`src/rtl/timer_pkg.sv`:
```
// Shared definitions for the interval timers: default width and the
// run/idle state encoding.
package timer_pkg;

    localparam int TIMER_WIDTH = 5;

    typedef enum logic {
        IDLE = 1'b0,
        RUN  = 1'b1
    } timer_state_t;

endpackage

```
`src/rtl/decrement_chain.sv`:
```
// Combinational ripple-borrow decrementer, the mirror of the increment carry chain.
// Input 0 would wrap to all-ones; callers never present it.
module decrement_chain #(
    parameter int WIDTH = 5
) (
    input  logic [WIDTH-1:0] value,
    output logic [WIDTH-1:0] next
);

    logic [WIDTH-1:0] borrow;

    assign borrow[0] = 1'b1;

    // A borrow keeps rippling upward only through bits that are already 0.
    for (genvar i = 1; i < WIDTH; i++) begin : g_borrow
        assign borrow[i] = ~value[i-1] & borrow[i-1];
    end

    assign next = value ^ borrow;

endmodule

```
`src/rtl/decrement_timer.sv`:
```
// Loadable down-counting timer with a one-cycle expiry pulse and optional auto-reload.
//   state | meaning
//   IDLE  | stopped; count holds (0 after expiry or reset), enable ignored
//   RUN   | count >= 1, decrements on each enabled cycle, expires on 1
module decrement_timer
    import timer_pkg::*;
#(
    parameter int WIDTH = TIMER_WIDTH
) (
    input  logic             clk,
    input  logic             reset,
    input  logic             load,
    input  logic [WIDTH-1:0] load_value,
    input  logic             reload,
    input  logic             enable,
    output logic [WIDTH-1:0] count,
    output logic             busy,
    output logic             done
);

    localparam logic [WIDTH-1:0] COUNT_ONE  = WIDTH'(1);
    localparam logic [WIDTH-1:0] COUNT_ZERO = '0;

    timer_state_t     state_q, state_d;
    logic [WIDTH-1:0] count_d;
    logic [WIDTH-1:0] period_q, period_d;
    logic             reload_q, reload_d;
    logic             done_d;
    logic [WIDTH-1:0] count_dec;

    decrement_chain #(
        .WIDTH (WIDTH)
    ) u_decrement_chain (
        .value (count),
        .next  (count_dec)
    );

    always_ff @(posedge clk or posedge reset) begin
        if (reset) begin
            state_q  <= IDLE;
            count    <= '0;
            period_q <= '0;
            reload_q <= 1'b0;
            done     <= 1'b0;
        end else begin
            state_q  <= state_d;
            count    <= count_d;
            period_q <= period_d;
            reload_q <= reload_d;
            done     <= done_d;
        end
    end

    always_comb begin
        state_d  = state_q;
        count_d  = count;
        period_d = period_q;
        reload_d = reload_q;
        done_d   = 1'b0;

        // Load outranks both decrement and expiry, so a restart on the
        // terminal edge swallows that cycle's pulse.
        if (load) begin
            if (load_value != COUNT_ZERO) begin
                count_d  = load_value;
                period_d = load_value;
                reload_d = reload;
                state_d  = RUN;
            end else begin
                count_d = '0;
                state_d = IDLE;
            end
        end else begin
            case (state_q)
                RUN: begin
                    if (enable) begin
                        if (count == COUNT_ONE) begin
                            done_d = 1'b1;
                            if (reload_q) begin
                                count_d = period_q;
                            end else begin
                                count_d = '0;
                                state_d = IDLE;
                            end
                        end else begin
                            count_d = count_dec;
                        end
                    end
                end
                default: begin
                    state_d = IDLE;
                end
            endcase
        end
    end

    assign busy = (state_q == RUN);

endmodule

```
`config.mk`:
```
export PLATFORM = sky130hd
export DESIGN_NAME = decrement_timer
export DESIGN_NICKNAME = d
export VERILOG_FILES = /design/src/rtl/timer_pkg.sv /design/src/rtl/decrement_chain.sv /design/src/rtl/decrement_timer.sv
export SDC_FILE = /design/constraint.sdc
export NUM_CORES = 1
export LEC_CHECK = 0
export ABC_AREA = 0
export CORE_AREA = 3 3 46 48
export DETAILED_ROUTE_END_ITERATION = 10
export DIE_AREA = 0 0 49 51
export PLACE_DENSITY = 0.64
export SYNTH_ARGS = -nofsm -noshare
export SYNTH_HDL_FRONTEND = slang
export SYNTH_SLANG_ARGS = --single-unit
```
`constraint.sdc`:
```
create_clock -name clk -period 2.5 [get_ports clk]
set_input_delay 0.5 -clock clk [delete_from_list [all_inputs] [get_ports clk]]
set_output_delay 0.5 -clock clk [all_outputs]
set_load 0.1 [all_outputs]
```
Yosys cells after proc, flatten, opt, wreduce, memory -nomap -nowiden
Cells that the tools add are included.
W data, S select, Z words.
Word-level totals
  bits of input ports: 10
  word-level logic and storage cells: 35
  bits in registers: 13
  output and inout port bits: 7
Cells by class
  eq/ne operators: 1
  mux-type cells: 16
  reductions and logical operators: 5
  bitwise gates (word level): 8
Operators with widths (count)
  $mux W5: 6
  $mux W1: 10
  $eq A5 B1 Y1 const B: 1
  $reduce_bool A5 Y1: 1
  $xor A5 B5 Y5: 1
  $not A1 Y1: 4
  $reduce_and A2 Y1: 2
  $reduce_bool A2 Y1: 2
  $and A1 B1 Y1: 3

Logic depth before layout (Yosys ltp)
  word-level depth: 9
  gate-level depth with buffers: 7
  depth with buffers taken out: 7

Hierarchy
Synthesis repeated with hierarchy kept, for this count alone.
Second synthesis, totals
  cell total of the unflattened synthesis: 74
  area, all modules: 734.5 um^2
By module, submodules not included
  decrement_timer: instances 1, cells each 63, seq. area each 325.3 um^2, area an instance 661.9 um^2
  decrement_chain: instances 1, cells each 11, seq. area each 0.0 um^2, area an instance 72.6 um^2

Least setup slack after synthesis
OpenSTA, ideal clock, no wires.
  path kind: register to register
  from: reg count[1]
  to: reg count[3]
  cell stages (with the launch flop): 7
  required time: 2.415 ns
  setup slack: 0.348 ns
  path buffers: 0
  setup time: 0.085 ns
  data arrival time: 2.067 ns
  cells stage by stage: dfrtp_1 inv_1 ha_1 ha_1 ha_1 mux2_2 o21ai_0
On the way
  word-level cells in the longest chain between the ends: 8
Ends and longest elaborated chain
  start, declared: RTL line decrement_timer.sv:16  | output logic [WIDTH-1:0] count,
  start signal, assigned: RTL line decrement_timer.sv:47  | count <= count_d;
  $not A1 Y1: RTL line decrement_chain.sv:16  | assign borrow[i] = ~value[i-1] & borrow[i-1];
  $and A1 B1 Y1 (2 in series): RTL line decrement_chain.sv:16
  $xor A5 B5 Y5: RTL line decrement_chain.sv:19  | assign next = value ^ borrow;
  $mux W5 *: RTL line decrement_timer.sv:77  | if (count == COUNT_ONE) begin
  $mux W5 *: RTL line decrement_timer.sv:76  | if (enable) begin
  $mux W5 *: RTL line decrement_timer.sv:74  | case (state_q)
  $mux W5 *: RTL line decrement_timer.sv:63  | if (load) begin
Every way passes the cells marked *; elsewhere a longest branch is shown, timed or not. The select of a mux whose other input is x is not followed.
A chain may end at the register's enable or synchronous reset.

Worst setup path after layout
  from: in load_value[0]
  to: reg reload_q
On the way
  word-level cells in the longest chain between the ends: 2
Ends and longest elaborated chain
  start, declared: RTL line decrement_timer.sv:13  | input logic [WIDTH-1:0] load_value,
  $reduce_bool A5 Y1: RTL line decrement_timer.sv:64  | if (load_value != COUNT_ZERO) begin
  $reduce_and A2 Y1 (no source line)
  end signal, assigned: RTL line decrement_timer.sv:49  | reload_q <= reload_d;
  end, declared: RTL line decrement_timer.sv:27  | logic reload_q, reload_d;
No other way between the ends.

==> impl_metrics.json <==
{
  "gp_congestion": 0.773,
  "finalSetupTns_ps": 0,
  "fill_cells": 175,
  "rsz0062_at_grt": "false",
  "cts_tree": "done",
  "yosysSeqAreaShare": 0.467,
  "path_clk_slew_ps": 80,
  "globalRouteOverflowTotal": 0,
  "num_vias": 546,
  "synth-adder-area-share": 0.0718,
  "htreeDepth": 1,
  "grt_max_degree": 15,
  "grt_pass1_vias": 535,
  "drt_iter0_drc": 6,
  "drive_gt1_frac": 0.241,
  "grt_pass1_wl_um": 2600,
  "cts-resized-gates": 0,
  "io_buffers": 16,
  "synth_top_family_by_area": "compound AO/OA/AOI/OAI gates",
  "synth_most_common_cell": "dfrtp_1",
  "antenna_cells": 0,
  "clk_latency_ps": 280,
  "synthTopCellsByArea": "dfrtp_1, ha_1, mux2_2, a22oi_1, a22o_1",
  "fin_crit_sh": 0.755,
  "synth_seq_cells": 13,
  "cts_buffers": 3,
  "fmax_mhz": 530,
  "synth-edff-count": 0,
  "drt_pass1_iterations": 3,
  "fin_nets": 94,
  "p_leak_nw": 0.396,
  "synth_compound_area_frac": 0.203,
  "drv_cap": 0,
  "r2r.worst_path.cells": 5,
  "vdd_drop_max_mv": 0.352,
  "timing.hold.ws_ps": 504,
  "crit_type": "input pin to flop",
  "max_slew_margin": 0.632,
  "grt_use_total": 0.136,
  "yosys_warnings": 0,
  "die_w_um": 49,
  "dr_wl_met3_um": 83,
  "multi_input_area_um2": 349,
  "post_cts_buffers": 0,
  "ys_async_sr_fraction": 1.00,
  "status": "complete, no violations",
  "core_area_mm2": 0.00175,
  "preCtsSetupSlack_ps": 318,
  "synthMuxAreaShare": 0.0862,
  "die_h_um": 51,
  "ctsHoldBuffers": 0,
  "top_layer": "met4",
  "critPathMaxFanout": 7,
  "finalSetupViolCount": 0,
  "synth_top_cells_by_count": "dfrtp_1, a22oi_1, inv_1, o21ai_0",
  "hold_viol_final": 0,
  "ant_nets": 0,
  "wl_per_cell_um": 14.7,
  "end_kind": "flop",
  "totalWireLength_um": 1530,
  "start_util": 0.399,
  "clock_sinks": 13,
  "drv_slew": 0,
  "startpoint_type": "input pin",
  "power.density_mw_per_mm2": 686,
  "final_cells": 104,
  "synth-xor-area-share": 0.0126,
  "dpl.cell_count": 100,
  "worstMarginPinSlew_ps": 550,
  "hp-class": "flop to flop",
  "synth-simple-area-share": 0.127,
  "seqCellArea_um2": 325,
  "cts_buffer_depth": 2,
  "worst_slack_ps": 612,
  "wl_met2_um": 647,
  "synthCells": 60,
  "antenna_found_initial": 0,
  "hold_depth": 1,
  "period_needed_ps": 1890,
  "synthToLayoutAreaGrowth_pct": 28.2,
  "fp-row-count": 15,
  "skew_ps": 7.87,
  "wl_met1_um": 782,
  "vias_per_cell": 5.25,
  "synth-main-ff-cell": "dfrtp_1",
  "netlist_area_um2": 697,
  "critPathRequiredTime_ps": 2670,
  "cts-root-buf": "clkbuf_4",
  "die_area_mm2": 0.00250,
  "dp_hpwl_um": 1120,
  "synth_top_area_cell": "dfrtp_1",
  "p_total_w": 0.000613,
  "drc": 0,
  "avgSynthCellArea_um2": 11.6,
  "synth.top_cell.area_share": 0.467,
  "ios": 17,
  "syn-num-nets": 74,
  "synth_cell_types": 22,
  "crit_arrival_ps": 2050
}
==> through the flow <==
step / util / cell area, µm²
after floorplan: - / 697
after global placement: 0.497 / 867
after detailed placement: 0.497 / 867
after CTS: 0.512 / 893
after global routing: 0.512 / 893
final: 0.512 / 893
==> layout make-up <==
class,count,area share
multi-input cells,41,0.391
inverters,5,0.0210
repair buffers,16,0.160
flip-flops and latches,13,0.364
well taps,25,0.0350
clock buffers,4,0.0294
==> where the power goes <==
group	switching [W]	internal [W]
clock	0.0000744	0.0000619
sequential	0.0000269	0.000232
combinational	0.000144	0.0000739
total	0.000246	0.000368
==> layer usage <==
metal  GRT usage  up-vias
met5           0        -
met4      0.0427        0
met3      0.0350        2
met2       0.208       18
met1       0.188      265
li1            -      261
==> cells in the final DEF (no fill, tap or decap), types with 4 or more instances in the layout <==
cell,Yosys,routed
nand2_1,4,4
inv_1,5,5
mux2_2,4,4
ha_1,4,4
o21ai_0,5,5
clkdlybuf4s50_1,0,9
a22o_1,4,4
buf_4,0,7
a22oi_1,5,5
dfrtp_1,13,13
==> flip-flops by register name (all words and copies together), names as in the netlist <==
register,cells
reload_q,1
done,1
busy,1
period_q,5
count,5
==> cells by family after synthesis <==
kind of cell / after synthesis
compound gates: 19
xor+xnor: 1
fa+ha+maj: 4
buf+inv: 6
flops: 13
mux: 5
simple gates: 12
==> worst paths after layout <==
path | slack [ps] | endpoint | startpoint
hold reg to reg | 500 | period_q[2]$_DFFE_PP0P_ | period_q[2]$_DFFE_PP0P_
setup / recovery | 610 | reload_q$_DFFE_PP0P_ | load_value[0]
setup reg to reg | 840 | count[1]$_DFFE_PP0P_ | count[1]$_DFFE_PP0P_
hold / removal | 500 | period_q[2]$_DFFE_PP0P_ | period_q[2]$_DFFE_PP0P_
min in group asynchronous | 540 | count[0]$_DFFE_PP0P_ | reset
max in group asynchronous | 1620 | period_q[3]$_DFFE_PP0P_ | reset
==> critical path, stage by stage <==
cell	delay, ps
clkdlybuf4s50_1	440
or4_4	550
o21ai_4	240
mux2_4	320
Power figures use the tool's default switching activity.
